<file path="src/rtl/wrap030_bus_pkg.sv">
// rtl/wrap030_bus_pkg.sv - shared state, SIZ, FC and DSACK port-width encodings for the 68030 bus master
package wrap030_bus_pkg;

  typedef logic [2:0] busState_t;

  localparam busState_t ST_IDLE  = 3'd0;
  localparam busState_t ST_S0    = 3'd1;
  localparam busState_t ST_S1    = 3'd2;
  localparam busState_t ST_S2    = 3'd3;
  localparam busState_t ST_WAIT  = 3'd4;
  localparam busState_t ST_LATCH = 3'd5;
  localparam busState_t ST_END   = 3'd6;
  localparam busState_t ST_DONE  = 3'd7;

  localparam logic [1:0] SIZ_LONG  = 2'b00;
  localparam logic [1:0] SIZ_BYTE  = 2'b01;
  localparam logic [1:0] SIZ_WORD  = 2'b10;
  localparam logic [1:0] SIZ_3BYTE = 2'b11;

  localparam logic [2:0] FC_USER_DATA = 3'b001;
  localparam logic [2:0] FC_USER_PROG = 3'b010;
  localparam logic [2:0] FC_SUPV_DATA = 3'b101;
  localparam logic [2:0] FC_SUPV_PROG = 3'b110;
  localparam logic [2:0] FC_CPU_SPACE = 3'b111;

  // Port widths as reported on rspPort (inverted DSACK_n)
  localparam logic [1:0] PORT_NONE  = 2'b00;
  localparam logic [1:0] PORT_BYTE  = 2'b01;
  localparam logic [1:0] PORT_WORD  = 2'b10;
  localparam logic [1:0] PORT_LONG  = 2'b11;

  function automatic logic termAsserted(input logic [1:0] dsack_n, input logic berr_n);
    return (~&dsack_n) | ~berr_n;
  endfunction

endpackage

</file>
<file path="src/rtl/wrap030_sync.sv">
// rtl/wrap030_sync.sv - parameterized multi-bit flop-chain synchronizer with async reset to a chosen value
module wrap030_sync #(
  parameter int WIDTH = 3,
  parameter int STAGES = 2,
  parameter logic [WIDTH-1:0] RESET_VAL = '1
) (
  input  logic             busClk,
  input  logic             busReset,
  input  logic [WIDTH-1:0] asyncIn,
  output logic [WIDTH-1:0] syncOut
);

  logic [WIDTH-1:0] stage [STAGES];

  always_ff @(posedge busClk or posedge busReset) begin
    if (busReset) begin
      for (int i = 0; i < STAGES; i++) stage[i] <= RESET_VAL;
    end else begin
      stage[0] <= asyncIn;
      for (int i = 1; i < STAGES; i++) stage[i] <= stage[i-1];
    end
  end

  assign syncOut = stage[STAGES-1];

endmodule

</file>
<file path="src/rtl/wrap030_bus_master.sv">
// rtl/wrap030_bus_master.sv - single-cycle 68030 asynchronous bus master; BUS_MASTER_TIMEOUT_EN adds a termination timeout
module wrap030_bus_master
  import wrap030_bus_pkg::*;
#(
  parameter int TIMEOUT_CYCLES = 1024,
  parameter int SYNC_STAGES = 2
) (
  input  logic        busClk,
  input  logic        busReset,
  input  logic        reqValid,
  output logic        reqReady,
  input  logic [31:0] reqAddr,
  input  logic        reqRW_n,
  input  logic [1:0]  reqSiz,
  input  logic [2:0]  reqFC,
  input  logic [31:0] reqWdata,
  output logic        rspValid,
  output logic [31:0] rspData,
  output logic        rspErr,
  output logic [1:0]  rspPort,
  output logic [31:0] busAddr,
  output logic [2:0]  busFC,
  output logic [1:0]  busSiz,
  output logic        busRW_n,
  output logic        busAS_n,
  output logic        busDS_n,
  output logic [31:0] busDout,
  output logic        busDoe,
  input  logic [31:0] busDin,
  input  logic [1:0]  busDsack_n,
  input  logic        busBerr_n
);

  if (SYNC_STAGES < 2 || SYNC_STAGES > 3) begin : gBadSyncStages
    $error("wrap030_bus_master: SYNC_STAGES must be 2 or 3");
  end
  if (TIMEOUT_CYCLES < 2) begin : gBadTimeout
    $error("wrap030_bus_master: TIMEOUT_CYCLES must be at least 2");
  end

  busState_t  state;
  logic [1:0] dsackSync_n;
  logic       berrSync_n;
  logic       termSeen;
  logic       released;
  logic       timedOut;

  wrap030_sync #(.WIDTH(3), .STAGES(SYNC_STAGES), .RESET_VAL(3'b111)) uSync (
    .busClk  (busClk),
    .busReset(busReset),
    .asyncIn ({busDsack_n, busBerr_n}),
    .syncOut ({dsackSync_n, berrSync_n})
  );

  assign termSeen = termAsserted(dsackSync_n, berrSync_n);
  assign released = (&dsackSync_n) & berrSync_n;

`ifdef BUS_MASTER_TIMEOUT_EN
  localparam int CW = $clog2(TIMEOUT_CYCLES + 1);
  logic [CW-1:0] toCount;

  // Counts cycles since AS assertion; saturates once the limit is reached
  always_ff @(posedge busClk or posedge busReset) begin
    if (busReset) begin
      toCount <= '0;
    end else if (state == ST_S0) begin
      toCount <= '0;
    end else if ((state inside {ST_S1, ST_S2, ST_WAIT}) && !timedOut) begin
      toCount <= toCount + 1'b1;
    end
  end

  assign timedOut = (toCount >= CW'(TIMEOUT_CYCLES - 1));
`else
  assign timedOut = 1'b0;
`endif

  always_ff @(posedge busClk or posedge busReset) begin
    if (busReset) begin
      state   <= ST_IDLE;
      busAddr <= '0;
      busFC   <= '0;
      busSiz  <= '0;
      busRW_n <= 1'b1;
      busDout <= '0;
      rspData <= '0;
      rspErr  <= 1'b0;
      rspPort <= PORT_NONE;
    end else begin
      case (state)
        ST_IDLE: begin
          if (reqValid) begin
            busAddr <= reqAddr;
            busFC   <= reqFC;
            busSiz  <= reqSiz;
            busRW_n <= reqRW_n;
            busDout <= reqWdata;
            rspErr  <= 1'b0;
            rspPort <= PORT_NONE;
            state   <= ST_S0;
          end
        end
        ST_S0: state <= ST_S1;
        ST_S1: state <= ST_S2;
        ST_S2: state <= ST_WAIT;
        ST_WAIT: begin
          if (termSeen) begin
            state <= ST_LATCH;
          end else if (timedOut) begin
            rspErr  <= 1'b1;
            rspPort <= PORT_NONE;
            state   <= ST_END;
          end
        end
        ST_LATCH: begin
          if (busRW_n) rspData <= busDin;
          rspPort <= ~dsackSync_n;
          rspErr  <= ~berrSync_n;
          state   <= ST_END;
        end
        ST_END:  if (released) state <= ST_DONE;
        default: state <= ST_IDLE;
      endcase
    end
  end

  // Strobes decode straight from state so reset negates them asynchronously
  assign reqReady = (state == ST_IDLE) & ~busReset;
  assign rspValid = (state == ST_DONE);
  assign busAS_n  = ~(state inside {ST_S1, ST_S2, ST_WAIT, ST_LATCH});
  assign busDS_n  = ~(((state == ST_S1) & busRW_n) | (state inside {ST_S2, ST_WAIT, ST_LATCH}));
  assign busDoe   = ~busRW_n & (state inside {ST_S1, ST_S2, ST_WAIT, ST_LATCH, ST_END});

endmodule

</file>
<file path="config.mk">
export PLATFORM = sky130hd
export DESIGN_NAME = wrap030_bus_master
export DESIGN_NICKNAME = d
export VERILOG_FILES = /design/src/rtl/wrap030_bus_pkg.sv /design/src/rtl/wrap030_sync.sv /design/src/rtl/wrap030_bus_master.sv
export SDC_FILE = /design/constraint.sdc
export NUM_CORES = 1
export LEC_CHECK = 0
export CAP_MARGIN = 20
export CORE_ASPECT_RATIO = 1.1
export CORE_UTILIZATION = 41
export CTS_CLUSTER_DIAMETER = 200
export DETAILED_ROUTE_END_ITERATION = 10
export PLACE_DENSITY = 0.8
export SYNTH_ARGS = -nofsm -noshare
export SYNTH_HDL_FRONTEND = slang
export SYNTH_SLANG_ARGS = --single-unit
</file>
<file path="constraint.sdc">
create_clock -name busClk -period 5.3 [get_ports busClk]
set_input_delay 1.06 -clock busClk [delete_from_list [all_inputs] [get_ports busClk]]
set_output_delay 1.06 -clock busClk [all_outputs]
set_load 0.02 [all_outputs]
</file>
==> flow_summary_export.csv <==
group,metric,value,unit
layout,fin_cells,644,
worst_hold_path,hp-start,"uSync.stage[3]",
critical_path,start_kind,"input pin",
critical_path,crit_chain,"clkdlybuf4s50_1 -> nor4_1 -> clkdlybuf4s50_1",
worst_hold_path,holdPathStages,0,
timing,period_share,0.6752,
routing,drc,0,
logic_synthesis,ys_warn_count,0,
power_and_ir_drop,p_leak,3.170,nW
cts,clockBufferDepth,2,
layout,drive_above_1_share,0.2934,
logic_synthesis,netlist-cell-type-count,23,
logic_synthesis,synth-seq-cells,114,
placement,gp_congestion,0.6942,
floorplan,fp.dieW,102.0,um
job,max_cap_violations,0,
critical_path,critical_path_depth,3,
logic_synthesis,synth_area,4511,um2
critical_path,critPathRequiredTime,4.24,ns
global_route,grt_pass1_vias,3327,
timing,setup_viol,0,
cts,cts_repair_resize_count,0,
power_and_ir_drop,clockPowerShare,0.243,
global_route,grt_pass1_wl,16960,um
cts,cts_htree_levels,4,
critical_path,crit_path_top_delay_cell,"clkdlybuf4s50_1",
layout,fillers,766,
cts,clockRootBuffer,"clkbuf_16",
placement,dpl.cell_count,610,
floorplan,die_h,112.0,um
power_and_ir_drop,comb_power_share,0.452,
critical_path,r2r_setup_slack,3.02,ns
layout,fin_nets,596,
placement,dp_hpwl,7606,um
critical_path,cp.buffers_inverters,2,
timing,finalClockSkew,0.009507,ns
power_and_ir_drop,p_switching,1.668,mW
placement,port-buffer-count,217,
timing,rsz0062_at_grt,"false",
worst_hold_path,hold_end,"uSync.syncOut[0]",
critical_path,critPathMostFrequentCell,"clkdlybuf4s50_1",
cts,cts_inserted_buffers,17,
power_and_ir_drop,power_density,688.0,nW/um2
critical_path,rr_worst_depth,4,
logic_synthesis,synth_fp_nets,368,
layout,n_antenna_cell,0,
routing,drt-total-wl,10700,um
cts,clock_latency,0.41,ns
routing,vias_per_cell,4.705,
floorplan,std_cell_rows,39,
global_route,grt_max_degree,88,
power_and_ir_drop,p_int,3.484,mW
floorplan,start_util,0.4279,
logic_synthesis,synth_area_per_cell,17.35,um2
critical_path,critPathTopFamily,"buffers and inverters",
routing,antenna_left,0,
critical_path,crit_fanout,2,
cts,holdBufCountCts,0,
status,outcome,"finished, final reports clean",
layout,stdcell_area,7488,um2
critical_path,cp.arrival,2.52,ns
timing,drv_slew,0,
global_route,antenna_found_initial,0,
worst_hold_path,hold_class,"register to register",
global_route,grt_use_total,0.1984,
routing,num_vias,3030,
layout,area_delta_synth_final,66.02,%
layout,seq_area,2861,um2
logic_synthesis,synthCells,260,
timing,max_freq,279.4,MHz
cts,clkTransAtPathRegs,0.05,ns
critical_path,path_class,"input pin to output port",
global_route,grt_overflow_total,0,
timing,relSlewSlack,0.6381,
cts,clkSinkCount,114,
cts,cts_setup_buffers,0,
logic_synthesis,ys_seq_area_frac,0.6344,
floorplan,dieArea,11430,um2
critical_path,end_kind,"output port",
critical_path,r2r-end,"busAddr[8]",
timing,fin_hold_ws,0.3604,ns
floorplan,core_region_area,10540,um2
routing,dr.first_iter.drc_count,87,
timing,worst_slew_pin_slew,0.5429,ns
power_and_ir_drop,swShare,0.3237,
power_and_ir_drop,peakVddDrop,0.0003891,V
critical_path,slowest_delay,0.68,ns
timing,post-route-min-period,3.579,ns
floorplan,ios,218,
layout,mostFrequentLayoutCells,"clkdlybuf4s50_1 (217), dfrtp_1 (107), mux2_4 (50), mux2_2 (50), clkbuf_16 (17)",
cts,cts_tree,"built",
routing,wl_per_cell,16.61,um
layout,layout_commonest_cell,"clkdlybuf4s50_1",
timing,tns,0,ns
timing,hold_viol,0,
layout,multi_input_area,1528,um2
critical_path,r2r_start,"state[2]",
placement,place_area,6773,um2
routing,drt-pass1-iter-count,3,
power_and_ir_drop,seqPwrFrac,0.305,
==> Yosys cell counts <==
cell type,count,share of area
nor4_1,1,0.0014
dfstp_2,7,0.041
dfrtp_1,107,0.59
xor2_1,1,0.0019
and3_1,1,0.0014
nor3_1,3,0.0033
clkbuf_1,1,0.00083
nor4b_4,1,0.0053
buf_2,4,0.0044
buf_6,8,0.020
a211oi_1,4,0.0067
xnor2_1,3,0.0058
nor2_1,5,0.0042
a21oi_1,4,0.0044
nor2b_1,1,0.0014
nand2_1,2,0.0017
or3b_2,1,0.0019
mux2_4,50,0.17
mux2_1,2,0.0050
and3b_1,1,0.0019
nand3_1,1,0.0011
mux2_2,50,0.12
inv_1,2,0.0017
==> state kept, by name, indices dropped and copies added, names as in the netlist <==
name           flops
busFC              3
busAddr           32
rspData           32
uSync.syncOut      3
rspPort            2
state              3
busSiz             2
uSync.stage        3
busDout           32
rspErr             1
busRW_n            1
==> per-stage QoR <==
stage / util / worst slack [ns] / power, mW
after floorplan: - / 1.236 / 2.832
after global placement: 0.6426 / 1.738 / 3.854
after detailed placement: 0.6426 / 1.698 / 3.916
after CTS: 0.7052 / 1.676 / 5.203
after global routing: 0.7105 / 1.595 / 5.390
final: 0.7105 / 1.721 / 5.152
==> kinds of logic (layout without fill, tap and decap cells) <==
| group | count (synthesis) | count (layout) | share of synthesized area |
|---|---|---|---|
| flip-flops | 114 | 114 | 0.6344 |
| multiplexers | 102 | 102 | 0.2963 |
| XOR/XNOR | 4 | 4 | 0.007768 |
| AND/OR/NAND/NOR | 17 | 17 | 0.02358 |
| AO/OA/AOI/OAI | 8 | 8 | 0.01110 |
| buffers and inverters | 15 | 256 | 0.02691 |
==> how the worst max path moves through the flow <==
stage                        start    endpoint
after global routing      busReset    reqReady
final                     busReset    reqReady
after global placement    busReset    reqReady
after CTS                 busReset    reqReady
after floorplan           busReset  busAddr[0]
after detailed placement  busReset    reqReady
==> layout make-up <==
type | count | share of cell area
well taps | 143 | 0.02389
multi-input cells | 131 | 0.2040
clock inverters | 13 | 0.02774
repair buffers | 222 | 0.3004
flip-flops and latches | 114 | 0.3821
clock buffers | 19 | 0.06048
inverters | 2 | 0.001337
==> per-layer routing <==
layer | up-vias | part of all wire | track usage
met3 | 24 | 0.091 | 0.07345
met4 | 0 | 0.024 | 0.1019
met5 | - | 0 | 0
met1 | 1479 | 0.38 | 0.2200
met2 | 147 | 0.50 | 0.3293
li1 | 1380 | - | -
==> power by group through the flow <==
stage	combinational (mW)	clock (mW)	sequential [mW]
finish	2.33	1.25	1.57
CTS	2.35	1.28	1.58
global placement	2.30	0	1.55
global route	2.45	1.31	1.62
floorplan	0.804	0	2.03
detailed placement	2.34	0	1.58
==> worst reg2reg max path, cell delays in order (launching register included) <==
cell	delay, ns
dfrtp_1	0.57
nor4b_4	0.34
buf_4	0.48
buf_16	0.35
mux2_2	0.41
(Power assumes the default switching activity.)
